===== config.mk =====
export PLATFORM = sky130hd
export DESIGN_NAME = instr_fetch
export DESIGN_NICKNAME = d
export VERILOG_FILES = /design/src/rtl/fetch_pkg.sv /design/src/rtl/instr_fetch_ack_timer.sv /design/src/rtl/instr_fetch.sv
export SDC_FILE = /design/constraint.sdc
export NUM_CORES = 1
export LEC_CHECK = 0
export ABC_AREA = 1
export BUFFER_PORTS_ARGS = -buffer_cell sky130_fd_sc_hd__buf_2
export CAP_MARGIN = 20
export CORE_MARGIN = 2
export CORE_UTILIZATION = 40
export DETAILED_ROUTE_END_ITERATION = 16
export PLACE_DENSITY_LB_ADDON = 0.2
export SYNTH_ARGS = -nofsm -noshare
export SYNTH_HDL_FRONTEND = slang
export SYNTH_SLANG_ARGS = --single-unit

===== constraint.sdc =====
create_clock -name clock -period 2.41 [get_ports clock]
set_input_delay 0 -clock clock [delete_from_list [all_inputs] [get_ports clock]]
set_output_delay 0 -clock clock [all_outputs]
set_load 0.01 [all_outputs]

===== src/rtl/fetch_pkg.sv =====
// fetch_pkg: shared types and constants for the instruction fetch stage.
//   fetch_state_e  - fetch FSM states
//   FAULT_*        - encodings driven on fault_code
//   NOP_INSTR_DEF  - default word presented when no instruction is held
package fetch_pkg;

  typedef enum logic [2:0] {
    ST_IDLE,   // ready to launch a request from pc
    ST_REQ,    // request outstanding, result will be kept
    ST_HOLD,   // captured word waiting for decode
    ST_DROP,   // request outstanding, result will be discarded
    ST_FAULT   // sticky fault, only a flush leaves
  } fetch_state_e;

  localparam logic [1:0] FAULT_NONE     = 2'b00;
  localparam logic [1:0] FAULT_MISALIGN = 2'b01;
  localparam logic [1:0] FAULT_TIMEOUT  = 2'b10;

  localparam logic [31:0] NOP_INSTR_DEF = 32'h0000_0000;

  // A word address must have its two low bits clear when checking is enabled.
  function automatic logic pc_misaligned(input logic [31:0] addr, input bit chk_en);
    return chk_en && (addr[1:0] != 2'b00);
  endfunction

endpackage


===== src/rtl/instr_fetch_ack_timer.sv =====
// ack_timer: counts cycles a memory request has waited for its ack.
//   clock, reset_n - clock, async active-low reset
//   clear_i        - restart the count at 0 (a new request is launched)
//   enable_i       - count this cycle (request waiting, no ack)
//   expired_o      - the wait has reached ACK_TIMEOUT-1 cycles
module ack_timer #(
  parameter int ACK_TIMEOUT = 16
) (
  input  logic clock,
  input  logic reset_n,
  input  logic clear_i,
  input  logic enable_i,
  output logic expired_o
);

  localparam int TW = $clog2(ACK_TIMEOUT + 1);
  localparam logic [TW-1:0] LAST = TW'(ACK_TIMEOUT - 1);

  logic [TW-1:0] cnt_q, cnt_d;

  assign expired_o = (cnt_q == LAST);

  // Saturates at LAST so a late redirect into DROP still sees the expiry.
  always_comb begin
    cnt_d = cnt_q;
    if (clear_i)                    cnt_d = '0;
    else if (enable_i && !expired_o) cnt_d = cnt_q + 1'b1;
  end

  always_ff @(posedge clock or negedge reset_n) begin
    if (!reset_n) cnt_q <= '0;
    else          cnt_q <= cnt_d;
  end

endmodule


===== src/rtl/instr_fetch.sv =====
// instr_fetch: fetch stage between the PC register and decode.
//   clock, reset_n            - clock, async active-low reset
//   pc                        - current PC from the PC register
//   flush                     - redirect, discards in-flight and held work
//   fetch_stall               - 1 = next-PC mux holds pc
//   imem_req/imem_addr        - memory request, held until imem_ack
//   imem_ack/imem_rdata       - memory response
//   instr/instr_pc/instr_valid- captured word to decode, held until instr_ready
//   instr_ready               - decode accepts
//   fault_code                - 00 none, 01 misaligned, 10 ack timeout (sticky)
module instr_fetch
  import fetch_pkg::*;
#(
  parameter logic [31:0] NOP_INSTR   = NOP_INSTR_DEF,
  parameter bit          CHECK_ALIGN = 1'b1,
  parameter int          ACK_TIMEOUT = 16
) (
  input  logic        clock,
  input  logic        reset_n,
  input  logic [31:0] pc,
  input  logic        flush,
  output logic        fetch_stall,
  output logic        imem_req,
  output logic [31:0] imem_addr,
  input  logic        imem_ack,
  input  logic [31:0] imem_rdata,
  output logic [31:0] instr,
  output logic [31:0] instr_pc,
  output logic        instr_valid,
  input  logic        instr_ready,
  output logic [1:0]  fault_code
);

  fetch_state_e state_q, state_d;
  logic         req_q, req_d;
  logic [31:0]  addr_q, addr_d;
  logic [31:0]  instr_q, instr_d;
  logic [31:0]  ipc_q, ipc_d;
  logic         vld_q, vld_d;
  logic [1:0]   fault_q, fault_d;
  logic         launch;
  logic         waiting;
  logic         tmo;

  // Both REQ and DROP are waiting on the same outstanding request.
  assign waiting = (state_q == ST_REQ) || (state_q == ST_DROP);

  ack_timer #(.ACK_TIMEOUT(ACK_TIMEOUT)) u_timer (
    .clock     (clock),
    .reset_n   (reset_n),
    .clear_i   (launch),
    .enable_i  (waiting && !imem_ack),
    .expired_o (tmo)
  );

  // The PC may advance only in the cycle a kept word is captured.
  assign fetch_stall = !((state_q == ST_REQ) && imem_ack && !flush);

  always_comb begin
    state_d = state_q;
    req_d   = req_q;
    addr_d  = addr_q;
    instr_d = instr_q;
    ipc_d   = ipc_q;
    vld_d   = vld_q;
    fault_d = fault_q;
    launch  = 1'b0;

    case (state_q)
      ST_IDLE: begin
        if (!flush) launch = 1'b1;
      end
      ST_REQ: begin
        if (flush && imem_ack) begin
          req_d   = 1'b0;
          state_d = ST_IDLE;
        end else if (flush) begin
          // request cannot be withdrawn; wait for its ack and discard it
          state_d = ST_DROP;
        end else if (imem_ack) begin
          instr_d = imem_rdata;
          ipc_d   = addr_q;
          vld_d   = 1'b1;
          req_d   = 1'b0;
          state_d = ST_HOLD;
        end else if (tmo) begin
          req_d   = 1'b0;
          fault_d = FAULT_TIMEOUT;
          state_d = ST_FAULT;
        end
      end
      ST_HOLD: begin
        if (flush) begin
          vld_d   = 1'b0;
          instr_d = NOP_INSTR;
          state_d = ST_IDLE;
        end else if (instr_ready) begin
          vld_d   = 1'b0;
          instr_d = NOP_INSTR;
          launch  = 1'b1;   // back-to-back fetch from the advanced pc
        end
      end
      ST_DROP: begin
        if (imem_ack) begin
          req_d   = 1'b0;
          state_d = ST_IDLE;
        end else if (tmo) begin
          req_d   = 1'b0;
          fault_d = FAULT_TIMEOUT;
          state_d = ST_FAULT;
        end
      end
      ST_FAULT: begin
        if (flush) begin
          fault_d = FAULT_NONE;
          state_d = ST_IDLE;
        end
      end
      default: state_d = ST_IDLE;
    endcase

    if (launch) begin
      if (pc_misaligned(pc, CHECK_ALIGN)) begin
        fault_d = FAULT_MISALIGN;
        state_d = ST_FAULT;
      end else begin
        addr_d  = pc;
        req_d   = 1'b1;
        state_d = ST_REQ;
      end
    end
  end

  always_ff @(posedge clock or negedge reset_n) begin
    if (!reset_n) begin
      state_q <= ST_IDLE;
      req_q   <= 1'b0;
      addr_q  <= '0;
      instr_q <= NOP_INSTR;
      ipc_q   <= '0;
      vld_q   <= 1'b0;
      fault_q <= FAULT_NONE;
    end else begin
      state_q <= state_d;
      req_q   <= req_d;
      addr_q  <= addr_d;
      instr_q <= instr_d;
      ipc_q   <= ipc_d;
      vld_q   <= vld_d;
      fault_q <= fault_d;
    end
  end

  assign imem_req    = req_q;
  assign imem_addr   = addr_q;
  assign instr       = instr_q;
  assign instr_pc    = ipc_q;
  assign instr_valid = vld_q;
  assign fault_code  = fault_q;

endmodule

### Word level (Yosys, flattened, before mapping)

Index checks and enable logic that the tools add are counted.

| word-level totals | value |
|---|---|
| logic and storage cells | 84 |
| output and inout port bits | 101 |
| register bits | 108 |
| bits of input ports | 69 |

| operators by class | value |
|---|---|
| eq/ne operators | 11 |
| add/sub/neg operators | 1 |
| bitwise gates (word level) | 3 |
| mux-type cells | 42 |
| reductions and logical operators | 19 |

Operators with widths:

| kind | count |
|---|---|
| $mux W32 | 5 |
| $pmux W32 S2 | 1 |
| $mux W3 | 8 |
| $mux W1 | 14 |
| $mux W2 | 7 |
| $pmux W3 S4 | 1 |
| $mux W5 | 2 |
| $ne A2 B2 Y1 const B | 4 |
| $eq A3 B2 Y1 const B | 2 |
| $pmux W1 S2 | 3 |
| $pmux W2 S3 | 1 |
| $reduce_bool A2 Y1 | 3 |
| $add A5 B1 Y5 const B | 1 |
| $eq A5 B4 Y1 const B | 1 |
| $logic_and A1 B1 Y1 | 5 |
| $reduce_and A5 Y1 | 1 |
| $logic_not A1 Y1 | 4 |
| $reduce_and A2 Y1 | 2 |
| $reduce_and A4 Y1 | 1 |
| $eq A3 B1 Y1 const B | 1 |
| $eq A3 B3 Y1 const B | 1 |
| $logic_not A3 Y1 | 1 |
| $ne A3 B1 Y1 const B | 1 |
| $ne A3 B3 Y1 const B | 1 |
| 3 further kinds | 5 |

### Longest topological paths before layout

Gate-level depths: netlist (run 1).

| logic depth | value |
|---|---|
| depth after elaboration | 8 |
| mapped depth | 9 |
| depth with buffers taken out | 9 |

### By module

From an unflattened synthesis (run 1), not the netlist that was laid out.

| second synthesis, totals | value |
|---|---|
| cells, all modules | 483 |
| area, all modules | 4295.4 µm² |

Modules (own cells, without submodules):

| module | cells an instance | times used | area each (µm²) | sequential area each (µm²) |
|---|---|---|---|---|
| instr_fetch | 447 | 1 | 4027.6 | 2577.5 |
| ack_timer | 36 | 1 | 267.8 | 125.1 |

### Worst setup path before layout (run 1)

No wires, ideal clock.

| timing path | value |
|---|---|
| path kind | register -> register |
| from | reg u_timer.cnt_q[0] |
| to | reg u_timer.cnt_q[2] |
| required time | 2292 ps |
| library setup time | 118 ps |
| setup slack | 720 ps |
| arrival time | 1572 ps |
| buffers on the path | 0 |
| clock period less this slack | 1690 ps |
| stages on the path, launching flop included | 10 |
| cells stage by stage | dfrtp_1 > ha_1 > and3_1 > ha_1 > nor2_1 > nand2_1 > inv_1 > nand2_1 > xor2_1 > nor2_1 |

| on the way | value |
|---|---|
| longest elaborated chain between the ends | 4 |
| elaborated cells on any way between the ends | 7 |
| those cells by class | add/sub: 1; eq/ne: 1; mux: 2; reduce/logical: 3 |

Ends and longest elaborated chain:

| element | line | RTL |
|---|---|---|
| from (decl) | instr_fetch_ack_timer.sv:19 | `logic [TW-1:0] cnt_q, cnt_d;` |
| from (signal assigned) | instr_fetch_ack_timer.sv:32 | `else cnt_q <= cnt_d;` |
| parallel branches: the longest is 4 deep, another holds $add A5 B1 Y5 | - |  |

Parallel ways; which one is timed is not known. The select of a mux whose other input is x is not followed.
A chain may end at the register's enable or synchronous reset.

### Worst setup path after layout (run 1)

| timing path | value |
|---|---|
| from | reg state_q[1] |
| to | reg instr_q[22] (netlist: instr[22]) |

| on the way | value |
|---|---|
| longest elaborated chain between the ends | 3 |
| elaborated cells on any way between the ends | 9 |
| those cells by class | eq/ne: 6; mux: 1; reduce/logical: 2 |

Ends and longest elaborated chain:

| element | line | RTL |
|---|---|---|
| from (decl) | instr_fetch.sv:34 | `fetch_state_e state_q, state_d;` |
| from (signal assigned) | instr_fetch.sv:144 | `state_q <= state_d;` |
| $eq A3 B2 Y1 or $eq A3 B1 Y1 (tied branches) | instr_fetch.sv:69 | `case (state_q)` |
| $ne A3 B3 Y1 (no source line), or another cell as far along | - |  |
| $reduce_and A5 Y1 (no source line) | - |  |
| to (signal assigned) | instr_fetch.sv:147 | `instr_q <= instr_d;` |
| to (decl) | instr_fetch.sv:37 | `logic [31:0] instr_q, instr_d;` |

Several ways; a longest one is shown, not always the timed one.

==> out/results.tsv, run 1 <==
metric	value	unit
run_status	finished, final reports clean	
dp_cells	779	
avgViaCountPerCell	4.749	
port_buffers	169	
num_vias	4084	
wl	11960	µm
insertedDiodeCount	0	
place.detailed.hpwl	7654	µm
clk_pin_slew_worst_paths	0.09	ns
yosysWarnings	0	
route.detailed.drc	0	
drv_cap	0	
switching_share	37.80	%
worst_r2r_path_depth	7	
p_sw	2670	µW
drive_above_1_share	29.44	%
required	2.66	ns
finalNonFillerCells	860	
min_period	1.947	ns
cts_tree	done	
p_comb_share	36.4	%
crit_type	flip-flop to flip-flop	
max_freq	0.5135	GHz
cts_resized	0	
die_w	109.7	µm
slew_viol_final	0	
dieHeight	109.7	µm
cellInternalPower	4394	µW
place_congestion	0.8638	
htreeDepth	3	
final-setup-viol-count	0	
hold_viol	0	
grt_max_degree	60	
p_total	7064	µW
max-slew-margin-rel	41.66	%
syn_to_final_growth	40.93	%
min_path_cells	4	
syn_nets	560	
dieArea	12040	µm²
finalCritPeriodShare	80.80	%
drtAntennaViolNets	0	
fin_skew	0.008242	ns
p_per_area	1122	nW/µm²
synth-seq-cells	108	
overflow	0	
num_io_pins	170	
crit_fanout	33	
cts.sinks	108	
wl_per_cell	13.90	µm
yosysSeqAreaShare	60.47	%
pwr-share-clk	18.8	%
clk_latency	0.37	ns
grt_use_total	20.43	%
postCtsHoldBufs	65	
hp-class	input port to flip-flop	
root_buffer	clkbuf_8	
row_count	38	
setup-tns-final	0	ns
antenna_found_initial	0	
dr.pass1.iters	5	
rsz0062_at_grt	false	
cts_inserted_buffers	9	
drt_iter0_drc	303	
endpoint_kind	flip-flop	
synth_area	4469	µm²
arrival	2.20	ns
cts_setup_buffers	0	
ir_drop	0.0004722	V
seqPwrFrac	44.7	%
initial_core_util	41.05	%
syn_inst	489	
nNetsFinal	786	
grt_pass1_vias	3973	
p_leak	0.003600	µW
start_kind	flip-flop	
synth_area_per_cell	9.140	µm²
synthDistinctLibCells	27	
worst_pin_slew	0.8730	ns
grt_pass1_wl	19000	µm
coreArea	10890	µm²
ctsLongestPathBuffers	2	
==> per-stage QoR <==
stage / setup WS (ns) / cell area (µm²) / hold slack [ns] / util [%]
2_1_floorplan: 0.7197 / 4469 / -0.2956 / -
3_3_place_gp: 0.5145 / 5399 / 0.03753 / 49.59
3_5_place_dp: 0.4546 / 5399 / 0.04414 / 49.59
4_1_cts: 0.4477 / 6299 / 0.01720 / 57.85
5_1_grt: 0.2032 / 6299 / 0.04687 / 57.85
6_report: 0.4627 / 6299 / 0.02996 / 57.85
==> Yosys cell counts, drive strengths merged <==
cell	number	area, µm²
nand3	70	350.3
nand2	239	924.6
a21oi	3	26.28
buf	26	181.4
ha	2	25.02
inv	12	47.55
dfrtp	108	2703
xor2	2	17.52
xnor2	1	8.760
nor2	13	68.81
nand4	6	73.82
and3	1	6.260
nand3b	1	7.510
nor3	1	5.000
o21ai	4	23.77
==> kinds of logic (layout without fill, tap and decap cells) <==
| family | after synthesis | in the layout | share of synthesized area (%) |
|---|---|---|---|
| AOI/OAI and AO/OA | 7 | 7 | 1.120 |
| xor gates and xnor gates | 3 | 3 | 0.5880 |
| adders and majority gates | 2 | 2 | 0.5598 |
| buffers and inverters | 38 | 269 | 5.123 |
| DFF | 108 | 108 | 60.47 |
| and+or+nand+nor | 331 | 331 | 32.14 |
==> layer usage <==
layer / vias to the layer above / global-route usage (%) / wire, µm
met1: 1932 / 25.51 / 5238
met3: 11 / 4.624 / 874
met2: 146 / 34.70 / 5694
met4: 0 / 7.505 / 147
li1: 1995 / - / -
met5: - / 0 / 0
==> final timing paths <==
| check | start | end | slack [ns] |
|---|---|---|---|
| setup / recovery | state_q[1] | instr[22] | 0.46 |
| hold / removal | imem_ack | state_q[1] | 0.03 |
| setup reg to reg | state_q[1] | instr[22] | 0.46 |
| hold reg to reg | instr_pc[23] | instr_pc[23] | 0.47 |
| max in group asynchronous | reset_n | instr_pc[25] | 1.53 |
| min in group asynchronous | reset_n | instr[23] | 0.16 |
==> sequential cells by signal, indices dropped and copies added, names as in the netlist <==
signal / flops
fault_code: 2
instr_pc: 32
u_timer.cnt_q: 5
imem_addr: 32
imem_req: 1
instr_valid: 1
state_q: 3
instr: 32
==> placed cells by master (no fill, tap or decap), types with 3 or more instances in the layout <==
cell	instances
nor2_4	4
dfrtp_1	108
nand3_1	70
clkbuf_8	10
buf_2	168
o21ai_0	3
nor2_1	9
nand2_1	232
bufinv_16	3
nand2_2	5
inv_1	8
nand4_1	3
buf_4	6
dlygate4sd3_1	65
inv_2	3
==> worst max-delay path, cell delays in order (launching register included) <==
cell,delay (ns)
dfrtp_1,0.43
inv_2,0.11
nor2_4,0.16
nand2_1,0.07
nand2_1,0.08
nand4_2,0.67
nand2_1,0.25
nand2_1,0.07
==> layout make-up <==
type / instances / area, µm²
clock buffer: 10 / 137.6
fill: 973 / 4589
sequential: 108 / 2703
tap: 140 / 175.2
inverter: 12 / 47.55
multi-input combinational: 343 / 1548
timing repair buffer: 241 / 1577
clock inverter: 6 / 111.4
==> power groups by stage <==
stage | combinational, µW | sequential, µW | clock [µW]
final | 2570 | 3160 | 1330
after global routing | 2900 | 3260 | 1450
after CTS | 2610 | 3150 | 1370
after detailed placement | 2530 | 3180 | 0
after global placement | 2480 | 3160 | 0
after floorplan | 1010 | 3510 | 0
Note: power is estimated with default switching activity, not from simulation.
==> run 2, diff against run 1 <==
clock period = 1.8 ns   (was 2.41 ns; I/O delays follow)
==> run 2 against run 1 <==
Clock skew increased by 0.0083 ns. Power up 29%. Sequential cell count is the same. Global-route usage fell by 0.23 points. First-iteration DRC count shrank 5.6%. Fmax up 12%. Sequential power grew 33%. Cell count is 1.4% higher.
==> out/results.tsv, run 2 (synthesis results as in run 1) <==
metric	value	unit
antenna_found_initial	0	
n_fill_cell	953	
htreeDepth	3	
coreArea	10890	µm²
cts_tree	done	
port_buffers	169	
slew_viol_final	0	
ir_drop	0.0006971	V
max_freq	0.5768	GHz
root_buffer	clkbuf_8	
min_from	flush	
num_io_pins	170	
num_vias	4123	
initial_core_util	41.05	%
crit_fanout	4	
min_period	1.734	ns
final-setup-viol-count	0	
grt_pass1_wl	18900	µm
wl_met2	5810	µm
cts_inserted_buffers	9	
r2r-start	u_timer.cnt_q[0]	
fin_util	58.15	%
run_status	finished, final reports clean	
syn_to_final_growth	41.66	%
p_per_area	1444	nW/µm²
final_common_cell	nand2_1	
die_w	109.7	µm
seqCellArea	2703	µm²
cp_common_cell	ha_1	
grt_use_total	20.20	%
drtAntennaViolNets	0	
clk_pin_slew_worst_paths	0.10	ns
dieHeight	109.7	µm
row_count	38	
crit_type	flip-flop to flip-flop	
dr_wl_met3	890	µm
dr.pass1.iters	4	
overflow	0	
crit_start	u_timer.cnt_q[0]	
fin_skew	0.01656	ns
cts.sinks	108	
drive_above_1_share	30.74	%
grt_pass1_vias	4104	
top_layer	met4	
place_congestion	0.7931	
holdWs	0.05373	ns
final_cell_mix	231 x nand2_1, 168 x buf_2, 108 x dfrtp_1	
drv_cap	0	
wl	12070	µm
endpoint_kind	flip-flop	
worst_path_max_delay_cell	dfrtp_1	
insertedDiodeCount	0	
grt_max_degree	52	
start_kind	flip-flop	
hp-class	input port to flip-flop	
drt_iter0_drc	286	
critPathMaxStageDelay	0.41	ns
path_cells	ha_1 -> and3_1 -> ha_1 -> nor2_2 -> nand2_2 -> buf_4 -> nand4_1 -> o21ai_1	
multi_input_area	1573	µm²
wl_per_cell	13.84	µm
hold_viol	0	
place.detailed.hpwl	7990	µm
nNetsFinal	798	
worst_pin_slew	0.5001	ns
rsz0062_at_grt	true	
max-slew-margin-rel	66.58	%
arrival	2.00	ns
ctsLongestPathBuffers	2	
setup-tns-final	0	ns
required	2.07	ns
avgViaCountPerCell	4.728	
met1Wirelength	5179	µm
route.detailed.drc	0	
finalCritPeriodShare	96.32	%
clk_latency	0.38	ns
p_leak	0.003615	µW
dieArea	12040	µm²
## run 2: area by class of cell
type	count	share of cell area [%]
timing repair buffer	252	26.26
clock inverter	4	0.3953
clock buffer	12	2.292
multi-input combinational	344	24.84
inverter	12	0.7510
sequential	108	42.69
tap	140	2.767
## run 2: routing by layer
layer  global-route usage (%)  vias to the layer above
met5                        0                        -
met4                    7.866                        0
met3                    4.801                       13
met2                    34.57                      149
met1                    24.64                     1941
li1                         -                     2020
## run 2: worst paths after layout
check	endpoint	slack (ns)	cells past startpoint
min in group asynchronous	u_timer.cnt_q[2]	0.06	2
max in group asynchronous	imem_addr[21]	1.12	3
max	u_timer.cnt_q[4]	0.07	8
max reg2reg	u_timer.cnt_q[4]	0.07	8
min	state_q[0]	0.05	3
min reg2reg	instr_pc[22]	0.47	2
## run 2: stage by stage
stage,power [µW],worst slack [ns],std cells,area [µm²]
after floorplan,6058,0.1097,489,4469
after global placement,7609,0.1153,787,5459
after detailed placement,7712,0.03736,787,5459
after CTS,9186,0.01382,868,6289
after global routing,9882,-0.02403,872,6331
final,9141,0.06620,872,6331
## run 2: where the power goes
group          switching (µW)  internal (µW)  total [µW]
Combinational            2090           1500        3590
Sequential                696           3510        4210
Clock                     806            539        1340
Total                    3590           5550        9140
## run 2: worst max-delay path, delay by kind of cell (launching register included)
kind	cells	cell delay, ns
AND/OR/NAND/NOR	4	0.52
adder cells (fa/ha/maj)	2	0.44
buffers and inverters	1	0.17
AO/OA/AOI/OAI	1	0.09
flip-flops	1	0.41
## run 2: timing repair
item / CTS / global route
resized for setup: 1 / 5
setup buffers: 0 / 3
cloned: 0 / 1
endpoints found under the hold margin: 171 / 0
hold buffers: 65 / 0
setup endpoints to repair: 1 / 10
pin swaps: 0 / 2
==> run 3, diff against run 2 <==
BUFFER_PORTS_ARGS = -buffer_cell sky130_fd_sc_hd__buf_4   (was -buffer_cell sky130_fd_sc_hd__buf_2)
CELL_PAD_IN_SITES_DETAIL_PLACEMENT = 1   (was default)
CELL_PAD_IN_SITES_GLOBAL_PLACEMENT = 2   (was default)
CORE_UTILIZATION = 28   (was 40)
TNS_END_PERCENT = 50   (was default)
==> run 3 against run 2 <==
Setup slack gained 0.063 ns. Sequential cell count is the same. Clock skew is 0.011 ns lower. Cell count grew 8.6%. Global-route usage fell by 2.7 points. Clock-buffer cell count down 3. Die area up 41%. Non-clock buffer count up 1. Critical path depth stayed put. Clock power up 47%. Largest power group is now combinational cells.
==> out/results.tsv, run 3 (synthesis results as in run 1) <==
metric	value	unit
pwr-share-clk	18.7	%
syn_to_final_growth	55.91	%
fin_skew	0.005916	ns
overflow	0	
cts_inserted_buffers	9	
top_usage_layer	met2	
path_cells	ha_1 -> and3_1 -> ha_1 -> nor2_2 -> nand2_2 -> buf_4 -> nand4_1 -> o21ai_0	
p_sw	3863	µW
grt_use_total	17.47	%
drive_above_1_share	31.05	%
avgViaCountPerCell	4.419	
grtUsageMet3	4.100	%
grt_pass1_wl	22930	µm
num_io_pins	170	
antenna_found_initial	0	
dr.pass1.iters	4	
grtUsageMet2	30.74	%
die_w	130.3	µm
ir_drop	0.0005880	V
dieArea	16990	µm²
required	2.02	ns
placed_area	6010	µm²
slew_viol_final	0	
place.detailed.hpwl	9807	µm
p_leak	0.003750	µW
port_buffers	169	
n_fill_cell	1845	
cts.sinks	108	
nNetsFinal	798	
fin_ws	0.1292	ns
cp_common_cell	ha_1	
coreArea	15770	µm²
final-setup-viol-count	0	
seqPwrFrac	40.6	%
critPathMaxStageDelay	0.40	ns
drtAntennaViolNets	0	
cellInternalPower	6706	µW
p_per_area	1517	nW/µm²
dieHeight	130.3	µm
wl	14470	µm
initial_core_util	28.34	%
crit_type	flip-flop to flip-flop	
route.detailed.drc	0	
grt_pass1_vias	4510	
root_buffer	clkbuf_16	
switching_share	36.55	%
drt_iter0_drc	127	
cts_tree	done	
clk_latency	0.35	ns
multi_input_area	1562	µm²
max-slew-margin-rel	64.01	%
cp_num_buf_inv	1	
num_vias	4185	
hp-class	input port to flip-flop	
seqCellArea	2703	µm²
htreeDepth	3	
wl_per_cell	15.28	µm
insertedDiodeCount	0	
hold_viol	0	
start_kind	flip-flop	
clk_pin_slew_worst_paths	0.07	ns
drv_cap	0	
min_period	1.671	ns
holdWs	0.03336	ns
post-place-ws	0.05290	ns
setup-tns-final	0	ns
place_congestion	0.7691	
max_freq	0.5985	GHz
endpoint_kind	flip-flop	
ctsLongestPathBuffers	2	
cp_top_family	simple AND/OR/NAND/NOR gates	
final_cell_mix	231 x nand2_1, 187 x buf_4, 108 x dfrtp_1	
final_area	6968	µm²
final_common_cell	nand2_1	
worst_path_max_delay_cell	dfrtp_1	
row_count	46	
p_comb_share	40.7	%
arrival	1.89	ns
crit_fanout	4	
grt_max_degree	38	
globalRouteMet1Util	21.23	%
finalCritPeriodShare	92.82	%
run_status	finished, final reports clean	
worst_pin_slew	0.5399	ns
-- run 3: cell count changes in the layout (fill, tap and decap cells not counted), sizes merged --
cell	delta
dlygate4sd3	-2
buf	+3
clkinvlp	+1
clkbuf	-3
bufinv	+1
nand2	-1
-- run 3: final cells by class --
cell class / instances / share of cell area (%)
well taps: 216 / 3.879
flip-flops and latches: 108 / 38.79
inverters: 12 / 0.6823
clock buffers: 9 / 3.232
clock inverters: 6 / 0.9517
multi-input cells: 343 / 22.41
repair buffers: 253 / 30.06
-- run 3: timing repair --
action	4_1_cts	5_1_grt
pin swaps	0	3
hold buffers	63	0
setup buffers	0	3
endpoints found under the hold margin	95	0
endpoints found under the setup margin	1	5
gates resized for setup	1	2
-- run 3: power by group through the flow --
| stage | combinational [µW] | sequential, µW | clock (µW) |
|---|---|---|---|
| after global placement | 4130 | 4300 | 0 |
| after detailed placement | 4220 | 4340 | 0 |
| after floorplan | 1350 | 4700 | 0 |
| after CTS | 4350 | 4310 | 2050 |
| after global routing | 4790 | 4450 | 2150 |
| final | 4310 | 4290 | 1970 |
-- run 3: worst reg2reg max path, stage by stage, from the launching register on --
cell     delay, ns
dfrtp_1       0.40
ha_1          0.21
and3_1        0.18
ha_1          0.21
nor2_2        0.12
nand2_2       0.10
buf_4         0.15
nand4_1       0.08
o21ai_0       0.10
-- run 3: stage by stage --
step	power (µW)	util (%)	instances
floorplan	6058	-	489
CTS	10710	44.01	944
finish	10570	44.18	947
global placement	8431	38.11	866
global route	11390	44.18	947
detailed placement	8561	38.11	866
-- run 3: per-layer routing --
layer,share of wire (%),wire length (µm)
met1,44,6337
met2,49,7107
met3,5.8,845
met4,1.2,180
met5,0,0
-- run 3: path summary, 6_finish.rpt --
| kind | start | end | slack [ns] | cells past startpoint |
|---|---|---|---|---|
| worst max-delay path | u_timer.cnt_q[1] | u_timer.cnt_q[4] | 0.13 | 8 |
| worst min-delay path | pc[0] | fault_code[1] | 0.03 | 4 |
| worst max register to register | u_timer.cnt_q[1] | u_timer.cnt_q[4] | 0.13 | 8 |
| worst min register to register | instr[27] | instr[27] | 0.47 | 2 |
| max in group asynchronous | reset_n | instr_pc[15] | 0.94 | 3 |
| min in group asynchronous | reset_n | instr[15] | 0.18 | 2 |
